**config.mk**
```make
export PLATFORM = sky130hd
export DESIGN_NAME = if_id_branch_resolve
export DESIGN_NICKNAME = d
export VERILOG_FILES = /design/src/rtl/cpu_pkg.sv /design/src/rtl/branch_cond_eval.sv /design/src/rtl/if_id_branch_resolve.sv
export SDC_FILE = /design/constraint.sdc
export NUM_CORES = 1
export LEC_CHECK = 0
export BUFFER_PORTS_ARGS = -buffer_cell sky130_fd_sc_hd__buf_4
export CORE_MARGIN = 2
export CORE_UTILIZATION = 50
export DETAILED_ROUTE_END_ITERATION = 10
export HOLD_SLACK_MARGIN = 0.15
export PLACE_DENSITY_LB_ADDON = 0.05
export SLEW_MARGIN = 20
export SYNTH_ARGS = -nofsm -noshare
export SYNTH_HDL_FRONTEND = slang
export SYNTH_SLANG_ARGS = --single-unit
```
**constraint.sdc**
```tcl
create_clock -name clk -period 4.71 [get_ports clk]
set_input_delay 1.1775 -clock clk [delete_from_list [all_inputs] [get_ports clk]]
set_output_delay 1.1775 -clock clk [all_outputs]
set_load 0.02 [all_outputs]
```
**src/rtl/cpu_pkg.sv**
```systemverilog
// Shared WISC CPU types: opcodes, branch condition codes and the IF/ID register payload.
package cpu_pkg;

  localparam int unsigned DATA_W = 16;
  localparam int unsigned OPC_W  = 4;
  localparam int unsigned CC_W   = 3;
  localparam int unsigned FLAG_W = 3;
  localparam int unsigned PRED_W = 2;
  localparam int unsigned OFF_W  = 9;
  localparam int unsigned IDX_W  = 4;

  typedef enum logic [OPC_W-1:0] {
    OP_B  = 4'hC,
    OP_BR = 4'hD
  } opcode_e;

  typedef enum logic [CC_W-1:0] {
    CC_NE     = 3'b000,
    CC_EQ     = 3'b001,
    CC_GT     = 3'b010,
    CC_LT     = 3'b011,
    CC_GTE    = 3'b100,
    CC_LTE    = 3'b101,
    CC_OVFL   = 3'b110,
    CC_UNCOND = 3'b111
  } cc_e;

  // Only the predictor-index bits of the fetch PC are kept in IF/ID.
  typedef struct packed {
    logic [IDX_W-1:0]  pc_curr;
    logic [DATA_W-1:0] pc_next;
    logic [DATA_W-1:0] inst;
    logic [PRED_W-1:0] prediction;
    logic [DATA_W-1:0] predicted_target;
    logic              valid;
  } if_id_reg_t;

  // Sign-extended B offset, already scaled to a byte displacement.
  function automatic logic [DATA_W-1:0] br_offset(input logic [OFF_W-1:0] off9);
    return {{(DATA_W-OFF_W-1){off9[OFF_W-1]}}, off9, 1'b0};
  endfunction

endpackage

```
**src/rtl/branch_cond_eval.sv**
```systemverilog
// Combinational branch condition evaluator: (ccc, {Z,V,N}) -> cond.
module branch_cond_eval
  import cpu_pkg::*;
(
  input  logic [CC_W-1:0]   ccc,
  input  logic [FLAG_W-1:0] flags,
  output logic              cond
);

  logic z, v, n;

  assign z = flags[2];
  assign v = flags[1];
  assign n = flags[0];

  always_comb begin
    cond = 1'b0;
    unique case (cc_e'(ccc))
      CC_NE:     cond = !z;
      CC_EQ:     cond = z;
      CC_GT:     cond = !z && !n;
      CC_LT:     cond = n;
      CC_GTE:    cond = z || !n;
      CC_LTE:    cond = n || z;
      CC_OVFL:   cond = v;
      CC_UNCOND: cond = 1'b1;
      default:   cond = 1'b0;
    endcase
  end

endmodule

```
**src/rtl/if_id_branch_resolve.sv**
```systemverilog
// IF/ID pipeline register with zero-cycle decode-stage branch resolution and squash.
// Optional BRANCH_STATS_EN adds saturating branch / mispredict counters.
module if_id_branch_resolve
  import cpu_pkg::*;
(
  input  logic              clk,
  input  logic              rst_n,
  input  logic              stall,
  input  logic [DATA_W-1:0] PC_curr,
  input  logic [DATA_W-1:0] PC_next,
  input  logic [DATA_W-1:0] PC_inst,
  input  logic [PRED_W-1:0] prediction,
  input  logic [DATA_W-1:0] predicted_target,
  input  logic [FLAG_W-1:0] flags,
  input  logic [DATA_W-1:0] br_reg_data,
  output logic [DATA_W-1:0] actual_target,
  output logic              actual_taken,
  output logic              wen_BHT,
  output logic              wen_BTB,
  output logic              update_PC,
  output logic [IDX_W-1:0]  IF_ID_PC_curr,
  output logic [PRED_W-1:0] IF_ID_prediction,
  output logic [DATA_W-1:0] IF_ID_PC_next,
  output logic [DATA_W-1:0] IF_ID_inst,
  output logic              IF_ID_valid
`ifdef BRANCH_STATS_EN
  ,
  output logic [DATA_W-1:0] br_count,
  output logic [DATA_W-1:0] mispred_count
`endif
);

  if_id_reg_t        if_id_q;
  logic [OPC_W-1:0]  opcode;
  logic              is_b;
  logic              is_brr;
  logic              is_br;
  logic              cond;
  logic              pred_taken;
  logic              tgt_diff;
  logic              mispredict;
  logic [DATA_W-1:0] br_target;
  logic              unused_pc_hi;

  assign unused_pc_hi = ^PC_curr[DATA_W-1:IDX_W];

  // Flush outranks stall so the wrong-path fetch is always squashed.
  always_ff @(posedge clk or negedge rst_n) begin
    if (!rst_n) begin
      if_id_q <= '0;
    end else if (update_PC) begin
      if_id_q.valid <= 1'b0;
      if_id_q.inst  <= '0;
    end else if (!stall) begin
      if_id_q.pc_curr          <= PC_curr[IDX_W-1:0];
      if_id_q.pc_next          <= PC_next;
      if_id_q.inst             <= PC_inst;
      if_id_q.prediction       <= prediction;
      if_id_q.predicted_target <= predicted_target;
      if_id_q.valid            <= 1'b1;
    end
  end

  assign opcode = if_id_q.inst[DATA_W-1:DATA_W-OPC_W];
  assign is_b   = (opcode == OP_B);
  assign is_brr = (opcode == OP_BR);

  branch_cond_eval u_cond (
    .ccc   (if_id_q.inst[11:9]),
    .flags (flags),
    .cond  (cond)
  );

  assign br_target = is_brr ? br_reg_data
                            : DATA_W'(if_id_q.pc_next + br_offset(if_id_q.inst[OFF_W-1:0]));

  // A stalled slot resolves nothing; it resolves once when the stall drops.
  assign is_br      = if_id_q.valid && (is_b || is_brr) && !stall;
  assign pred_taken = if_id_q.prediction[PRED_W-1];
  assign tgt_diff   = (br_target != if_id_q.predicted_target);

  assign actual_taken  = is_br && cond;
  assign actual_target = actual_taken ? br_target : if_id_q.pc_next;
  assign mispredict    = (pred_taken != actual_taken) || (pred_taken && actual_taken && tgt_diff);
  assign update_PC     = is_br && mispredict;
  assign wen_BHT       = is_br;
  assign wen_BTB       = is_br && actual_taken && tgt_diff;

  assign IF_ID_PC_curr    = if_id_q.pc_curr;
  assign IF_ID_prediction = if_id_q.prediction;
  assign IF_ID_PC_next    = if_id_q.pc_next;
  assign IF_ID_inst       = if_id_q.inst;
  assign IF_ID_valid      = if_id_q.valid;

`ifdef BRANCH_STATS_EN
  localparam logic [DATA_W-1:0] CNT_MAX = '1;

  always_ff @(posedge clk or negedge rst_n) begin
    if (!rst_n) begin
      br_count      <= '0;
      mispred_count <= '0;
    end else begin
      if (wen_BHT && (br_count != CNT_MAX)) begin
        br_count <= br_count + DATA_W'(1);
      end
      if (update_PC && (mispred_count != CNT_MAX)) begin
        mispred_count <= mispred_count + DATA_W'(1);
      end
    end
  end
`endif

endmodule

```
==> metrics.txt <==
pre-CTS WS=209 ps; DR vias/cell=6.31; Total Routing Usage GR=0.256; XOR/XNOR Fraction of Synth Area=0.0301; die width=97.5 um; R2R setup slack=900 ps; WP data arrival=3340 ps; top_reg_cell synth=dfrtp_1; WP buf/inv=1; total vias in the final route=4167; I/O pin cnt=147; Seq/Total Area, Yosys=0.315; first-pass GRT wire length=20100 um; post-route setup TNS=0 ps; Critical Path Fanout Max=7; Max Fclk=around 220 MHz; Synth Instances=465; Yosys cell types=57; final hold vios=0; MaxCap Viol Count=0; grt total ovfl=0; Hold Crit Class=flop to flop; Leakage Power=2.53 nW; minimum clock period=4520 ps; Synth Area in Adders=0.0475; Hold EP=IF_ID_PC_curr[0]; Cell Area, Synth=0.00437 mm2; Fill cells=751; R2R Path End=IF_ID_PC_next[1]; Die ar.=0.00951 mm2; multiplexer share of the synthesized area=0.0260; hold path start=IF_ID_PC_curr[0]; setup ws final=193 ps; core area=about 0.0086 mm2; Num CTS Buffers=5; synth-to-layout area growth=23.4%; Avg Inst Size Synth=approximately 9.4 um2; cells on worst reg2reg path=12; post-layout util=0.628; Worst-Skew Late Latency=around 320 ps; Post-synth top cells=a22o_1, dfrtp_1, a221o_1, buf_4, nand2_1; synth warn=0; pin count of the biggest net entering global routing=56; Min-Delay Path Depth=1; CTS tree=built; final wirelength=12400 um; Req. time, crit path=3530 ps; CP Capture Type=output pin; standard-cell row count=34; Largest stage delay, worst path=460 ps; dpl cells=between 600 and 700; wire per inst=18.7 um; Worst path slowest cell=dfrtp_1; top cell family by delay on the critical path=simple AND/OR/NAND/NOR gates; setup violators final=0; CTS Root Cell=clkbuf_8; layout cells sized above 1=0.342; # hold bufs at CTS=0; clk sinks=55; number of flops mapped to enable cells by yosys=0; nets=about 660; Max rail drop VDD=0.000181 V; RSZ-0062 raised after global routing=false; slew margin rel.=0.527; crit-path cells=ha_1 -> and4_1 -> and2_1 -> a221oi_2 -> mux2i_2 -> or3_1 -> a211oi_2 -> nand4b_4 -> o21ai_1 -> a21oi_1 -> buf_4; Levels on crit path=11; Initial Util=0.509; FF+latch area=0.00138 mm2; PD cells=349 mW/mm2; type of the worst setup path=flop to output pin; Post-Layout Cell Count=660; Compound-Gate Fraction of Synth Area=0.344; 1st-pass router iterations=5; H-Tree Depth=2; ranking of synthesized cells by area=dfrtp_1, a22o_1, a221o_1; Placer Congestion=roughly 0.9; clock buffer depth=2; post-synthesis net count=569; Yosys top cell area share=0.315; PortBufs=approximately 130; Synth Register Bits=55; area leader, netlist=dfrtp_1; HPWL Detailed=8780 um; DRC=0; CTS clk-pin slew, worst paths=100 ps; Slew Limit Fails=0; post-synthesis simple-gate area fraction=0.131; largest family of logic cells by synthesized area=compound AO/OA/AOI/OAI gates; Detailed Route Iter0 Violations=203; share of synthesized flip-flops with an asynchronous set or reset=1.00; Final period util=0.959; n_diodes=0; Worst Skew=11.7 ps; Final ANT Viol Nets=0; number of global-route vias before repair=4131; initial antenna violation count=0; multi-input logic area=0.00262 mm2; outcome=complete, no violations; worst slew pin tran=710 ps; Crit Reg-Reg Startpoint=IF_ID_PC_next[7]; Setup crit start kind=flop; Vert. Die Dim=97.5 um
-- metal layers --
layer  track usage  up-vias  share of wire
met5             0        -              0
met4        0.0673        0          0.017
met3        0.0432       20          0.051
met2         0.447      127           0.50
met1         0.328     2053           0.43
li1              -     1967              -
-- worst reg2reg max path: stages, from the launching register on --
cell      delay [ps]
dfrtp_1          460
ha_1             430
and4_1           290
and2_1           190
a221oi_2         280
mux2i_2          140
or3_1            350
a211oi_2         310
nand4b_4         170
buf_4            170
o211a_1          210
buf_4            270
a221o_1          410
-- stage by stage --
stage | hold slack [ps] | instance area (um2) | total power [mW]
floorplan | 505 | 4370 | 1.32
global placement | 524 | 5230 | 1.56
detailed placement | 535 | 5230 | 1.59
CTS | 557 | 5330 | 1.86
global route | 576 | 5390 | 2.01
finish | 552 | 5390 | 1.88
-- sequential cells by signal, indices dropped and copies added, names as in the netlist --
| name | flops |
|---|---|
| IF_ID_PC_next | 16 |
| IF_ID_inst | 16 |
| if_id_q | 16 |
| IF_ID_PC_curr | 4 |
| IF_ID_prediction | 2 |
| IF_ID_valid | 1 |
-- layout by cell type (no fill, tap or decap), types with 4 or more instances in the layout --
cell type,count
xnor2_1,4
clkbuf_8,5
nor3_1,7
a211oi_1,4
xor2_1,10
inv_1,10
or4_1,4
ha_1,12
nand3_1,6
nand2_1,28
nor2_1,23
buf_4,147
a221o_1,38
nand3b_1,4
or3_1,7
a21o_1,6
nor3b_1,6
a31oi_1,6
a21oi_1,17
a22o_1,55
and3_1,7
dfrtp_1,54
o211ai_1,8
mux2i_1,7
o21ai_0,7
-- how the worst max path moves through the flow --
stage                      endpoint             start  slack (ps)
after detailed placement  update_PC    br_reg_data[8]         210
final                     update_PC  IF_ID_PC_next[7]         190
after global routing      update_PC  IF_ID_PC_next[5]           3
after floorplan           update_PC             stall         180
after global placement    update_PC  IF_ID_PC_next[1]         290
after CTS                 update_PC  IF_ID_PC_next[1]          20
-- cell families after synthesis --
kind of cell,Yosys count
xor gates and xnor gates,15
AOI/OAI and AO/OA,180
adders and majority gates,16
DFF,55
buffers and inverters,80
and+or+nand+nor,108
muxes,11
-- where the power goes --
part           switching, mW  internal, mW  total [mW]
Combinational          0.531         0.462       0.994
Sequential            0.0919         0.537       0.629
Clock                  0.155         0.105       0.260
Total                  0.778          1.10        1.88
-- layout make-up --
| cell class | count | share of cell area |
|---|---|---|
| multi-input combinational | 330 | 0.486 |
| clock inverter | 1 | 0.000928 |
| sequential | 55 | 0.255 |
| inverter | 10 | 0.00696 |
| timing repair buffer | 149 | 0.212 |
| clock buffer | 7 | 0.0141 |
| tap | 108 | 0.0251 |
-- timing repair --
action,CTS,global route
endpoints found under the setup margin,2,2
pin swaps,2,3
setup buffers,0,3
endpoints found under the hold margin,0,0
resized for setup,4,11
Power figures use the tool's default switching activity.
